**config.mk**
```make
export PLATFORM = sky130hd
export DESIGN_NAME = stopwatch_ctrl
export DESIGN_NICKNAME = d
export VERILOG_FILES = /design/src/rtl/stopwatch_pkg.sv /design/src/rtl/key_debounce.sv /design/src/rtl/stopwatch_ctrl.sv
export SDC_FILE = /design/constraint.sdc
export NUM_CORES = 1
export LEC_CHECK = 0
export ABC_AREA = 1
export BUFFER_PORTS_ARGS = -buffer_cell sky130_fd_sc_hd__buf_2
export CORE_MARGIN = 2
export CORE_UTILIZATION = 64
export CTS_BUF_LIST = sky130_fd_sc_hd__clkbuf_4 sky130_fd_sc_hd__clkbuf_8
export DETAILED_ROUTE_END_ITERATION = 10
export PLACE_DENSITY_LB_ADDON = 0.08
export SYNTH_ARGS = -nofsm -noshare
export SYNTH_HDL_FRONTEND = slang
export SYNTH_SLANG_ARGS = --single-unit
```
**constraint.sdc**
```tcl
create_clock -name CLOCK_50 -period 1.65 [get_ports CLOCK_50]
set_input_delay 0.33 -clock CLOCK_50 [delete_from_list [all_inputs] [get_ports CLOCK_50]]
set_output_delay 0.33 -clock CLOCK_50 [all_outputs]
set_load 0.05 [all_outputs]
```
**src/rtl/stopwatch_pkg.sv**
```systemverilog
// Shared stopwatch definitions: FSM state encoding and default clocking constants.
package stopwatch_pkg;

  typedef enum logic [1:0] {
    IDLE  = 2'd0,
    RUN   = 2'd1,
    PAUSE = 2'd2
  } state_e;

  localparam int unsigned DEF_CLK_HZ  = 50_000_000;
  localparam int unsigned DEF_TICK_HZ = 100;

endpackage

```
**src/rtl/key_debounce.sv**
```systemverilog
// One push-button channel: 2-flop synchronizer, level debouncer and press
// (debounced 1->0) edge detector. Key input is active-low.
module key_debounce #(
  parameter int unsigned DEBOUNCE_CYCLES = 1000000
) (
  input  logic clk_i,
  input  logic rst_i,
  input  logic key_ni,
  output logic press_o
);

  localparam int unsigned CW = (DEBOUNCE_CYCLES < 2) ? 1 : $clog2(DEBOUNCE_CYCLES);
  localparam logic [CW-1:0] CNT_MAX = CW'(DEBOUNCE_CYCLES - 1);

  if (DEBOUNCE_CYCLES < 1) begin : g_bad_cfg
    $error("key_debounce: DEBOUNCE_CYCLES must be at least 1");
  end

  logic          sync1_q, sync2_q;
  logic          level_q, level_d;
  logic [CW-1:0] cnt_q, cnt_d;
  logic          press_q, press_d;

  always_ff @(posedge clk_i) begin
    if (rst_i) begin
      sync1_q <= 1'b1;
      sync2_q <= 1'b1;
      level_q <= 1'b1;
      cnt_q   <= '0;
      press_q <= 1'b0;
    end else begin
      sync1_q <= key_ni;
      sync2_q <= sync1_q;
      level_q <= level_d;
      cnt_q   <= cnt_d;
      press_q <= press_d;
    end
  end

  // The counter tracks how many consecutive samples disagree with the accepted level.
  always_comb begin
    level_d = level_q;
    cnt_d   = cnt_q;
    if (sync2_q == level_q) begin
      cnt_d = '0;
    end else if (cnt_q == CNT_MAX) begin
      level_d = sync2_q;
      cnt_d   = '0;
    end else begin
      cnt_d = cnt_q + 1'b1;
    end
    press_d = level_q & ~level_d;
  end

  assign press_o = press_q;

endmodule

```
**src/rtl/stopwatch_ctrl.sv**
```systemverilog
// Stopwatch control: debounced keys drive an IDLE/RUN/PAUSE FSM and a tick divider.
// Optional lap-hold display freeze is built only when STOPWATCH_LAP_EN is defined.
module stopwatch_ctrl
  import stopwatch_pkg::*;
#(
  parameter int unsigned CLK_HZ          = DEF_CLK_HZ,
  parameter int unsigned TICK_HZ         = DEF_TICK_HZ,
  parameter int unsigned DEBOUNCE_CYCLES = 1000000
) (
  input  logic       CLOCK_50,
  input  logic       reset,
  input  logic [3:0] KEY,
  output logic       count_en,
  output logic       clear,
  output logic       running,
  output logic [1:0] state,
  output logic       lap_hold
);

  localparam int unsigned DIV     = CLK_HZ / ((TICK_HZ == 0) ? 1 : TICK_HZ);
  localparam int unsigned CLK_REM = CLK_HZ % ((TICK_HZ == 0) ? 1 : TICK_HZ);
  localparam int unsigned DW      = (DIV < 2) ? 1 : $clog2(DIV);
  localparam logic [DW-1:0] DIV_MAX = DW'(DIV - 1);

  if (TICK_HZ == 0 || DIV < 2 || CLK_REM != 0) begin : g_bad_cfg
    $error("stopwatch_ctrl: CLK_HZ/TICK_HZ must be an exact integer of at least 2");
  end

  logic start_evt, clear_evt;

  key_debounce #(.DEBOUNCE_CYCLES(DEBOUNCE_CYCLES)) u_db_start (
    .clk_i   (CLOCK_50),
    .rst_i   (reset),
    .key_ni  (KEY[0]),
    .press_o (start_evt)
  );

  key_debounce #(.DEBOUNCE_CYCLES(DEBOUNCE_CYCLES)) u_db_clear (
    .clk_i   (CLOCK_50),
    .rst_i   (reset),
    .key_ni  (KEY[1]),
    .press_o (clear_evt)
  );

  state_e        state_q, state_d;
  logic [DW-1:0] div_q, div_d;
  logic          count_en_q, count_en_d;
  logic          clear_q, clear_d;

  always_ff @(posedge CLOCK_50) begin
    if (reset) begin
      state_q    <= IDLE;
      div_q      <= '0;
      count_en_q <= 1'b0;
      clear_q    <= 1'b0;
    end else begin
      state_q    <= state_d;
      div_q      <= div_d;
      count_en_q <= count_en_d;
      clear_q    <= clear_d;
    end
  end

  // Clear wins over start/pause when both keys fire together.
  always_comb begin
    state_d = state_q;
    if (clear_evt) begin
      state_d = IDLE;
    end else if (start_evt) begin
      unique case (state_q)
        IDLE:    state_d = RUN;
        RUN:     state_d = PAUSE;
        PAUSE:   state_d = RUN;
        default: state_d = IDLE;
      endcase
    end
  end

  always_comb begin
    div_d = div_q;
    if (clear_evt || state_q == IDLE) begin
      div_d = '0;
    end else if (state_q == RUN) begin
      div_d = (div_q == DIV_MAX) ? '0 : div_q + 1'b1;
    end
    // A wrap coinciding with a clear is dropped so the strobes never overlap.
    count_en_d = (state_q == RUN) && (div_q == DIV_MAX) && !clear_evt;
    clear_d    = clear_evt;
  end

  always_comb begin
    state    = state_q;
    running  = (state_q == RUN);
    count_en = count_en_q;
    clear    = clear_q;
  end

`ifdef STOPWATCH_LAP_EN
  logic lap_evt;
  logic lap_q, lap_d;
  logic unused_keys;

  key_debounce #(.DEBOUNCE_CYCLES(DEBOUNCE_CYCLES)) u_db_lap (
    .clk_i   (CLOCK_50),
    .rst_i   (reset),
    .key_ni  (KEY[2]),
    .press_o (lap_evt)
  );

  always_ff @(posedge CLOCK_50) begin
    if (reset) begin
      lap_q <= 1'b0;
    end else begin
      lap_q <= lap_d;
    end
  end

  // IDLE is only entered through a clear event, so that is where the freeze is dropped.
  always_comb begin
    lap_d = lap_q;
    if (clear_evt) begin
      lap_d = 1'b0;
    end else if (lap_evt && state_q != IDLE) begin
      lap_d = ~lap_q;
    end
  end

  assign lap_hold    = lap_q;
  assign unused_keys = KEY[3];
`else
  logic [1:0] unused_keys;

  assign lap_hold    = 1'b0;
  assign unused_keys = KEY[3:2];
`endif

endmodule

```
==> metrics.sh, run 1 <==
RUN_STATUS='finished clean'
ROUTE.VIAS.TOTAL=3331
WORST_SLEW_PIN_SLEW_PS=558
WORST_PATH_LARGEST_CELL_DELAY_PS=330
ROUTE.DETAILED.DRC=0
DETAILEDROUTE.FIRSTPASSITERATIONCOUNT=5
MAX_CAP_VIOLATIONS=0
RSZ0062_AT_GRT='false'
MAXCLOCKFREQUENCY_GHz=0.648
YS_SEQ_AREA_FRAC=0.395
SYNTH.CELL_AREA_UM2=3600
DIE_H_UM=79.0
WORST_SETUP_PATH_END_KIND='output pin'
VIASPERCELL=5.26
SYNTH_CELL_TYPES=30
FLOORPLAN.INITIALDENSITY=0.658
CRITICAL_PATH_REQUIRED_PS=1320
YOSYSWARNINGCOUNT=0
CTS_HOLD_BUFFERS=0
FILLERS=475
H-TREE-DEPTH=3
NUMBER_OF_GLOBAL_ROUTE_VIAS_BEFORE_REPAIR=3175
LAYOUT.CELLS.MOST_COMMON='nand2_1'
CLK_PATH_BUF_DEPTH=2
WORST_SLACK_PS=107
DETAIL_ROUTE.ITER0.VIOLATIONS=151
SYNTHESIZED_NET_COUNT=542
CRITPATHLAUNCHTYPE='flip-flop'
GPL.FINAL_WEIGHTED_CONGESTION=0.874
HORIZONTAL_EXTENT_OF_THE_DIE_UM=79.0
NUM_IO_PINS=12
DETAIL_ROUTE.WL_PER_CELL_UM=11.6
POST_SYNTHESIS_AREA_PER_INSTANCE_UM2=6.76
GRT_FIRST_PASS_WIRELENGTH_MM=13.2
TRITONCTS='built'
TOTAL_POWER_mW=3.15
GRT_USAGE=0.263
CP_MAX_FO=10
BUFFERS_INVERTERS_ON_CRITICAL_PATH=3
FINAL_LAYOUT_SIZE_SUFFIX_GT1_FRAC=0.118
INSERTION_DELAY_PS=340
NUM-NETS-FINAL=566
CTS_INSERTED_BUFFERS=9
ANTENNADIODECOUNT=0
FINAL-SETUP-VIOL-COUNT=0
CP_SLOWEST_CELL='dfxtp_1'
POST_SYNTH_INST_COUNT=533
NUMPORTBUFFERS=8
FP.COREAREA_UM2=5470
SYNTH_SEQ_CELLS=71
TRITONCTS_NUM_SINKS=71
GLOBALROUTE.TOTALOVERFLOW=0
POSTROUTEANTENNANETS=0
TIMING.CRITICAL_PATH.MAX_DELAY_FAMILY='buffers and inverters'
FINAL_PERIOD_MINUS_WORST_SETUP_SLACK_PS=1540
MAX-SLEW-MARGIN-REL=0.625
CELLPOWERDENSITY_nW_PER_UM2=791
MAX-VDD-IR-DROP_mV=0.698
BUFFER_TYPE_AT_THE_CLOCK_TREE_ROOT='clkbuf_8'
LAYOUT.CELLS.MOST_COMMON_LIST='nand2_1, nor2_1, dfxtp_1'
LEAKAGE_nW=1.34
FLOORPLAN.DIE_AREA_UM2=6240
TIMING_HOLD_VIOLATIONS_FINAL=0
AREA_OF_COMBINATIONAL_CELLS_WITH_MULTIPLE_INPUTS_UM2=1960
FINAL.SETUP_SKEW_PS=9.93
CLK_PIN_SLEW_WORST_PATHS_PS=80
DRT_WL_TOTAL_MM=7.35
PATH_CLASS='reg2out'
CRITPATHARRIVALTIME_PS=1210
HPWL_MM=5.35
PATH_CELLS='inv_1 > nand2_4 > inv_2 > buf_4'
GRT_MAX_DEGREE=21
FIN_CRIT_SH=0.935
GRT_ANTENNA_BEFORE_REPAIR=0
HOLD_CLASS='in2reg'
PRECTSSETUPSLACK_PS=159
POST-ROUTE-UTIL=0.729
REGAREA_UM2=1420
SYNTHTOLAYOUTAREAGROWTH_PCT=10.8
SETUP_TNS_PS=0
STD_CELL_ROWS=27
TIMING.FINAL.MAX_SLEW_VIOLATIONS=0
## what timing repair did
| action | 4_1_cts | 5_1_grt |
|---|---|---|
| resized for setup | 1 | 3 |
| setup endpoints to repair | 1 | 6 |
| buffers inserted | 0 | 0 |
## power breakdown
| part | switching (mW) | total [mW] | internal [mW] | leakage [nW] |
|---|---|---|---|---|
| logic | 0.0246 | 0.0378 | 0.0132 | 0.662 |
| clock network | 0.629 | 1.40 | 0.766 | 0.103 |
| registers | 0.00328 | 1.72 | 1.72 | 0.573 |
## cells in the mapped netlist
master	count	area, µm²
nand2_1	133	499
nor2_1	116	435
dfxtp_1	71	1420
inv_1	49	184
nand3_1	37	185
a21oi_1	20	100
nand4_1	14	87.6
nor3_1	14	70.1
xor2_1	14	123
nor2_2	11	68.8
or2_2	9	56.3
xnor2_1	9	78.8
o21ai_0	4	20.0
buf_4	3	22.5
ha_1	3	37.5
nand2_2	3	18.8
nand3b_1	3	22.5
nor2_4	3	33.8
and2_1	2	12.5
inv_2	2	7.51
nand3_2	2	20.0
o21bai_1	2	15.0
or2_0	2	12.5
buf_12	1	20.0
buf_2	1	5.00
conb_1	1	3.75
nand2_4	1	11.3
nand3_4	1	17.5
o21ai_1	1	5.00
o22ai_1	1	6.26
## per-layer routing
metal,vias up,GRT usage,routed length (µm)
li1,1722,-,-
met4,0,0.107,165
met1,1510,0.345,3550
met3,18,0.0545,327
met2,81,0.423,3310
met5,-,0,0
## worst register-to-register path: cells and delay by family (launching register included)
family	cells	cell delay, ps
AND/OR/NAND/NOR	6	910
buffers and inverters	1	60
flip-flops	1	420
## sequential cells by signal, indices dropped and copies added (netlist names)
| register | count |
|---|---|
| div_q | 19 |
| u_db_clear.press_o | 1 |
| u_db_start.sync2_q | 1 |
| u_db_clear.level_q | 1 |
| u_db_start.press_o | 1 |
| state | 2 |
| count_en | 1 |
| u_db_start.level_q | 1 |
| u_db_start.cnt_q | 20 |
| clear | 1 |
| u_db_clear.sync2_q | 1 |
| u_db_start.sync1_q | 1 |
| u_db_clear.sync1_q | 1 |
| u_db_clear.cnt_q | 20 |
## through the flow
step / hold WS (ps) / std cells / cell area, µm²
finish: 171 / 633 / 3990
global route: 161 / 633 / 3990
global placement: 392 / 618 / 3770
floorplan: 389 / 533 / 3600
detailed placement: 394 / 618 / 3770
CTS: 163 / 633 / 3970
## final timing paths
path | start | to | slack (ps) | cells after the start
worst max-delay path | state[1] | running | 110 | 4
worst max register to register | div_q[3] | div_q[15] | 140 | 7
worst min register to register | u_db_start.sync1_q | u_db_start.sync2_q | 410 | 1
worst min-delay path | KEY[1] | u_db_clear.sync1_q | 170 | 2
## area by class of cell
cell class	count	share of cell area
timing repair buffer	18	0.0326
clock inverter	3	0.0110
tap	72	0.0226
sequential	71	0.357
clock buffer	12	0.0383
multi-input combinational	406	0.491
inverter	51	0.0480
## logic make-up (layout without fill, tap and decap cells)
group | after synthesis | count (layout) | synth area share
AO/OA/AOI/OAI | 28 | 28 | 0.0407
XOR/XNOR | 23 | 23 | 0.0559
adder cells (fa/ha/maj) | 3 | 3 | 0.0104
buffers and inverters | 56 | 84 | 0.0664
flip-flops | 71 | 71 | 0.395
other | 1 | 1 | 0.00104
AND/OR/NAND/NOR | 351 | 351 | 0.431
(Power assumes the default switching activity.)
==> inputs of run 2 (changes only) <==
--- a/config.mk
+++ b/config.mk
@@ -12,6 +12,7 @@
 export CTS_BUF_LIST = sky130_fd_sc_hd__clkbuf_4 sky130_fd_sc_hd__clkbuf_8
 export DETAILED_ROUTE_END_ITERATION = 10
 export PLACE_DENSITY_LB_ADDON = 0.08
+export SETUP_SLACK_MARGIN = 0.4
 export SYNTH_ARGS = -nofsm -noshare
 export SYNTH_HDL_FRONTEND = slang
 export SYNTH_SLANG_ARGS = --single-unit
==> run 2 against run 1 <==
Net effect:
- sequential cell count unchanged
- first-iteration DRC count increased to 2.9 times the previous value
- via count increased by 15%
- die area unchanged
- power increased by 1.3%
- hold slack got worse by 15 ps
- critical path type is now reg2reg
- highest routed layer unchanged
==> metrics.sh, run 2 (synthesized netlist as in run 1, its figures left out) <==
POSTROUTEANTENNANETS=0
REG2REG_FROM='div_q[6]'
SYNTHTOLAYOUTAREAGROWTH_PCT=29.1
RUN_STATUS='finished clean'
TIMING.HOLD.WORST.START='KEY[0]'
HPWL_MM=5.48
TIMING.HOLD.WORST_PATH_DEPTH=2
DETAIL_ROUTE.ITER0.VIOLATIONS=440
FINAL_DESIGN_AREA_NO_FILL_UM2=4650
GLOBALROUTE.TOTALOVERFLOW=0
LEAKAGE_nW=1.51
R2R_END='div_q[16]'
WORST_SLEW_PIN_SLEW_PS=595
GRT_USAGE=0.282
NUM_IO_PINS=12
TIMING_HOLD_VIOLATIONS_FINAL=0
CELLPOWERDENSITY_nW_PER_UM2=687
BIGGESTREGSBYFLOPS='u_db_clear.cnt_q x20, u_db_start.cnt_q x20, div_q x19'
MAXCLOCKFREQUENCY_GHz=0.700
CLK_PATH_BUF_DEPTH=2
DETAIL_ROUTE.WL_PER_CELL_UM=15.8
POWER_SHARE_OF_THE_CLOCK_GROUP=0.448
PATH_CLASS='reg2reg'
MAX-SLEW-MARGIN-REL=0.603
DRT_WL_TOTAL_MM=10.4
LAYOUT.CELLS.MOST_COMMON_LIST='nand2_1, nor2_1, inv_1'
CRIT_START='div_q[6]'
HORIZONTAL_EXTENT_OF_THE_DIE_UM=79.0
NET_SWITCHING_POWER_FIGURE_mW=0.768
FINAL_PERIOD_MINUS_WORST_SETUP_SLACK_PS=1430
STD_CELL_ROWS=27
CTS_INSERTED_BUFFERS=9
CLK_PIN_SLEW_WORST_PATHS_PS=80
FP.COREAREA_UM2=5470
ANTENNADIODECOUNT=0
POWER.SHARE.SEQUENTIAL=0.535
INSERTION_DELAY_PS=360
ROUTE.VIAS.TOTAL=3844
HOLD_CLASS='in2reg'
TRITONCTS='built'
REG2REG_SETUP_SLACK_PS=220
CRITPATHLAUNCHTYPE='flip-flop'
NUMPORTBUFFERS=8
FIN_CRIT_SH=0.866
POST-ROUTE-UTIL=0.850
POWER.SWITCHING_FRACTION=0.240
VIASPERCELL=5.87
COMB_POWER_SHARE=0.018
TIMING.FINAL.MAX_SLEW_VIOLATIONS=0
TRITONCTS_NUM_SINKS=71
RSZ0062_AT_GRT='true'
H-TREE-DEPTH=3
CRITPATHARRIVALTIME_PS=1720
WORSTHOLDENDPOINT='u_db_start.sync1_q'
FINAL.SETUP_SKEW_PS=8.43
NUM-NETS-FINAL=587
LAYOUT.CELLS.MOST_COMMON='nand2_1'
CELLINTERNALPOWER_mW=2.43
MAX-VDD-IR-DROP_mV=0.513
GRT_MAX_DEGREE=21
NUMBER_OF_GLOBAL_ROUTE_VIAS_BEFORE_REPAIR=3218
ROUTE.DETAILED.DRC=0
GPL.FINAL_WEIGHTED_CONGESTION=0.910
POSTPLACECELLAREA_UM2=3800
MAX_CAP_VIOLATIONS=0
BUFFER_TYPE_AT_THE_CLOCK_TREE_ROOT='clkbuf_8'
GRT_FIRST_PASS_WIRELENGTH_MM=14.0
DIE_H_UM=79.0
FLOORPLAN.INITIALDENSITY=0.658
FINAL-SETUP-VIOL-COUNT=0
DETAILEDROUTE.FIRSTPASSITERATIONCOUNT=6
WORST_SETUP_PATH_END_KIND='flip-flop'
SETUP_TNS_PS=0
GRT_ANTENNA_BEFORE_REPAIR=0
TOTAL_POWER_mW=3.20
CRITICAL_PATH_REQUIRED_PS=1940
CP_MAX_FO=4
REG2REGPATHDEPTH=6
FINAL_LAYOUT_SIZE_SUFFIX_GT1_FRAC=0.310
FLOORPLAN.DIE_AREA_UM2=6240
-- run 2: cell count changes in the layout (fill, tap and decap cells not counted), moves of 11 or more --
cell / delta
nor2_1: -28
dfxtp_2: +19
buf_4: +11
nor2_2: +22
dfxtp_1: -27
nand2_1: -12
-- run 2: repair_timing --
| item | in CTS | in global routing |
|---|---|---|
| setup endpoints to repair | 63 | 68 |
| hold buffers | 0 | 0 |
| pin swaps | 11 | 14 |
| buffers inserted | 12 | 10 |
| cloned | 1 | 4 |
| resized for setup | 37 | 92 |
-- run 2: critical path, stage by stage (launching register included) --
cell	delay [ps]
dfxtp_1	410
nand4_1	310
nor2_2	250
nand3_1	120
nand2_1	120
nand2_1	70
nor2_1	90
-- run 2: through the flow --
stage,cells,worst slack (ps),hold WS [ps]
3_5_place_dp,612,157,400
3_3_place_gp,612,210,392
6_report,655,222,156
2_1_floorplan,533,357,389
5_1_grt,655,193,161
4_1_cts,641,257,160
-- run 2: worst max path at each step --
stage | end | slack (ps) | cells after the start
floorplan | u_db_start.cnt_q[12] | 360 | 9
global placement | u_db_clear.cnt_q[15] | 210 | 7
detailed placement | u_db_clear.cnt_q[15] | 160 | 7
CTS | u_db_clear.cnt_q[16] | 260 | 7
global route | count_en | 190 | 6
finish | div_q[16] | 220 | 6
-- run 2: final cells by class --
type	count	area [µm²]
Clock buffer	9	124
Clock inverter	7	71.3
Fill cell	305	823
Inverter	51	211
Multi-Input combinational cell	409	2330
Sequential cell	71	1480
Tap cell	72	90.1
Timing Repair Buffer	36	344
-- run 2: per-layer routing --
metal | up-vias | GRT usage | routed length [µm]
li1 | 1790 | - | -
met1 | 1753 | 0.348 | 4160
met2 | 247 | 0.489 | 5110
met3 | 54 | 0.0466 | 791
met4 | 0 | 0.116 | 310
met5 | - | 0 | 0
-- run 2: power groups by stage --
stage               logic [mW]  clock network, mW  registers [mW]
floorplan               0.0321                  0            1.76
global placement        0.0356                  0            1.76
detailed placement      0.0368                  0            1.76
CTS                     0.0397               1.42            1.71
global route            0.0607               1.52            1.71
finish                  0.0562               1.43            1.71
==> inputs of run 3 (changes only) <==
==> constraint.sdc (replaced) <==
create_clock -name CLOCK_50 -period 1.65 [get_ports CLOCK_50]
set_input_delay 0.165 -clock CLOCK_50 [delete_from_list [all_inputs] [get_ports CLOCK_50]]
set_output_delay 0.165 -clock CLOCK_50 [all_outputs]
set_load 0.05 [all_outputs]
==> run 3 against run 2 <==
Net effect:
- sequential cell count is the same
- design area shrank 1.1%
- clock power grew 22%
- setup slack lost 21 ps
- die area is the same
- sequential power is essentially flat
- first-iteration DRC count shrank 13%
- maximum frequency shrank 1.5%
- critical path type unchanged
- largest power group is now clock
==> metrics.sh, run 3 (synthesized netlist as in run 1, its figures left out) <==
RUN_STATUS='finished clean'
FLOORPLAN.DIE_AREA_UM2=6240
WORST_SETUP_PATH_END_KIND='flip-flop'
FP.COREAREA_UM2=5470
PATH_CLASS='reg2reg'
ROUTE.VIAS.TOTAL=3830
WORST_SLEW_PIN_SLEW_PS=607
CLK_PIN_SLEW_WORST_PATHS_PS=90
FLOORPLAN.INITIALDENSITY=0.658
MAX_CAP_VIOLATIONS=0
MAXCLOCKFREQUENCY_GHz=0.690
BUFFERS_INVERTERS_ON_CRITICAL_PATH=4
VIASPERCELL=5.87
TRITONCTS_NUM_SINKS=71
PATH_CELLS='buf_6 > buf_6 > buf_6 > nand3_4 > nor2_4 > nand2_4 > inv_6 > nand3_1 > nand2_1 > nand2_1 > nor2_1'
GRT_ANTENNA_BEFORE_REPAIR=0
HOLD_CLASS='in2reg'
INSERTION_DELAY_PS=370
NUM_IO_PINS=12
DRT_WL_TOTAL_MM=10.1
DETAIL_ROUTE.ITER0.VIOLATIONS=385
LAYOUT.CELLS.MOST_COMMON_LIST='nand2_1, nor2_1, dfxtp_1'
POSTROUTEANTENNANETS=0
BUFFER_TYPE_AT_THE_CLOCK_TREE_ROOT='clkbuf_8'
TRITONCTS='built'
H-TREE-DEPTH=3
FINAL_PERIOD_MINUS_WORST_SETUP_SLACK_PS=1450
CP_MAX_FO=8
CRITPATHLAUNCHTYPE='flip-flop'
MAX-VDD-IR-DROP_mV=0.709
POST-ROUTE-UTIL=0.840
NUM-NETS-FINAL=585
FINAL.SETUP_SKEW_PS=16.6
NUMBER_OF_GLOBAL_ROUTE_VIAS_BEFORE_REPAIR=3447
CPMOSTUSEDCELL='buf_6'
CRITPATHARRIVALTIME_PS=1740
CELLPOWERDENSITY_nW_PER_UM2=765
WORST_PATH_LARGEST_CELL_DELAY_PS=370
GPL.FINAL_WEIGHTED_CONGESTION=0.913
ROUTE.DETAILED.DRC=0
GRT_MAX_DEGREE=21
TIMING_HOLD_VIOLATIONS_FINAL=0
CLK_PATH_BUF_DEPTH=2
GLOBALROUTE.TOTALOVERFLOW=0
FINAL-SETUP-VIOL-COUNT=0
HPWL_MM=5.43
CP_SLOWEST_CELL='dfxtp_2'
MAX-SLEW-MARGIN-REL=0.595
TIMING.CRITICAL_PATH.MAX_DELAY_FAMILY='simple AND/OR/NAND/NOR gates'
ANTENNADIODECOUNT=0
DETAILEDROUTE.FIRSTPASSITERATIONCOUNT=5
CTS_INSERTED_BUFFERS=9
GRT_USAGE=0.297
REG2REG_SETUP_SLACK_PS=200
BIGGESTREGSBYFLOPS='u_db_clear.cnt_q x20, u_db_start.cnt_q x20, div_q x19'
SETUP_TNS_PS=0
DETAIL_ROUTE.WL_PER_CELL_UM=15.4
TOTAL_POWER_mW=3.52
TIMING.FINAL.MAX_SLEW_VIOLATIONS=0
NUMPORTBUFFERS=8
HORIZONTAL_EXTENT_OF_THE_DIE_UM=79.0
DIE_H_UM=79.0
LEAKAGE_nW=1.49
STD_CELL_ROWS=27
FIN_CRIT_SH=0.879
RSZ0062_AT_GRT='true'
SYNTHTOLAYOUTAREAGROWTH_PCT=27.7
LAYOUT.CELLS.MOST_COMMON='nand2_1'
CRITICAL_PATH_REQUIRED_PS=1940
FINAL_LAYOUT_SIZE_SUFFIX_GT1_FRAC=0.277
GRT_FIRST_PASS_WIRELENGTH_MM=14.7
run 3: cell types whose count changed in the layout (fill, tap and decap cells not counted), sizes merged:
| cell | delta |
|---|---|
| clkinv | -1 |
| inv | -1 |
| bufinv | +2 |
| dlygate4sd3 | +2 |
| clkbuf | -3 |
| buf | -1 |
run 3: per-layer routing:
| layer | GRT usage | wire, µm |
|---|---|---|
| met5 | 0 | 0 |
| met3 | 0.0523 | 779 |
| met4 | 0.157 | 481 |
| met1 | 0.344 | 3880 |
| met2 | 0.519 | 4930 |
run 3: worst paths after layout:
kind,cells after the start,startpoint,to
worst max-delay path,11,div_q[1],div_q[15]
worst min-delay path,2,reset,clear
worst max register to register,11,div_q[1],div_q[15]
worst min register to register,1,u_db_start.sync1_q,u_db_start.sync2_q
run 3: cell type report:
cell class | instances | area, µm²
sequential | 71 | 1460
fill | 318 | 875
clock inverter | 7 | 120
multi-input combinational | 409 | 2300
tap | 72 | 90.1
clock buffer | 9 | 124
inverter | 51 | 206
timing repair buffer | 34 | 295
run 3: stage by stage:
stage | hold slack, ps | cell area [µm²] | std cells | worst slack [ps]
after CTS | 123 | 4310 | 643 | 243
after floorplan | 269 | 3670 | 533 | 357
after global routing | 163 | 4600 | 653 | 96.9
after detailed placement | 352 | 3800 | 612 | 160
final | 138 | 4600 | 653 | 200
after global placement | 348 | 3800 | 612 | 211
run 3: what timing repair did:
| action | 4_1_cts | 5_1_grt |
|---|---|---|
| buffers inserted | 12 | 7 |
| endpoints found under the hold margin | 2 | 0 |
| pin swaps | 11 | 22 |
| resized for setup | 41 | 57 |
| gates cloned | 1 | 3 |
| hold buffers | 2 | 0 |
| endpoints found under the setup margin | 60 | 64 |
run 3: power breakdown:
part	total [mW]	switching (mW)	internal, mW
combinational	0.0531	0.0315	0.0216
sequential	1.71	0.00456	1.71
clock	1.75	0.742	1.01
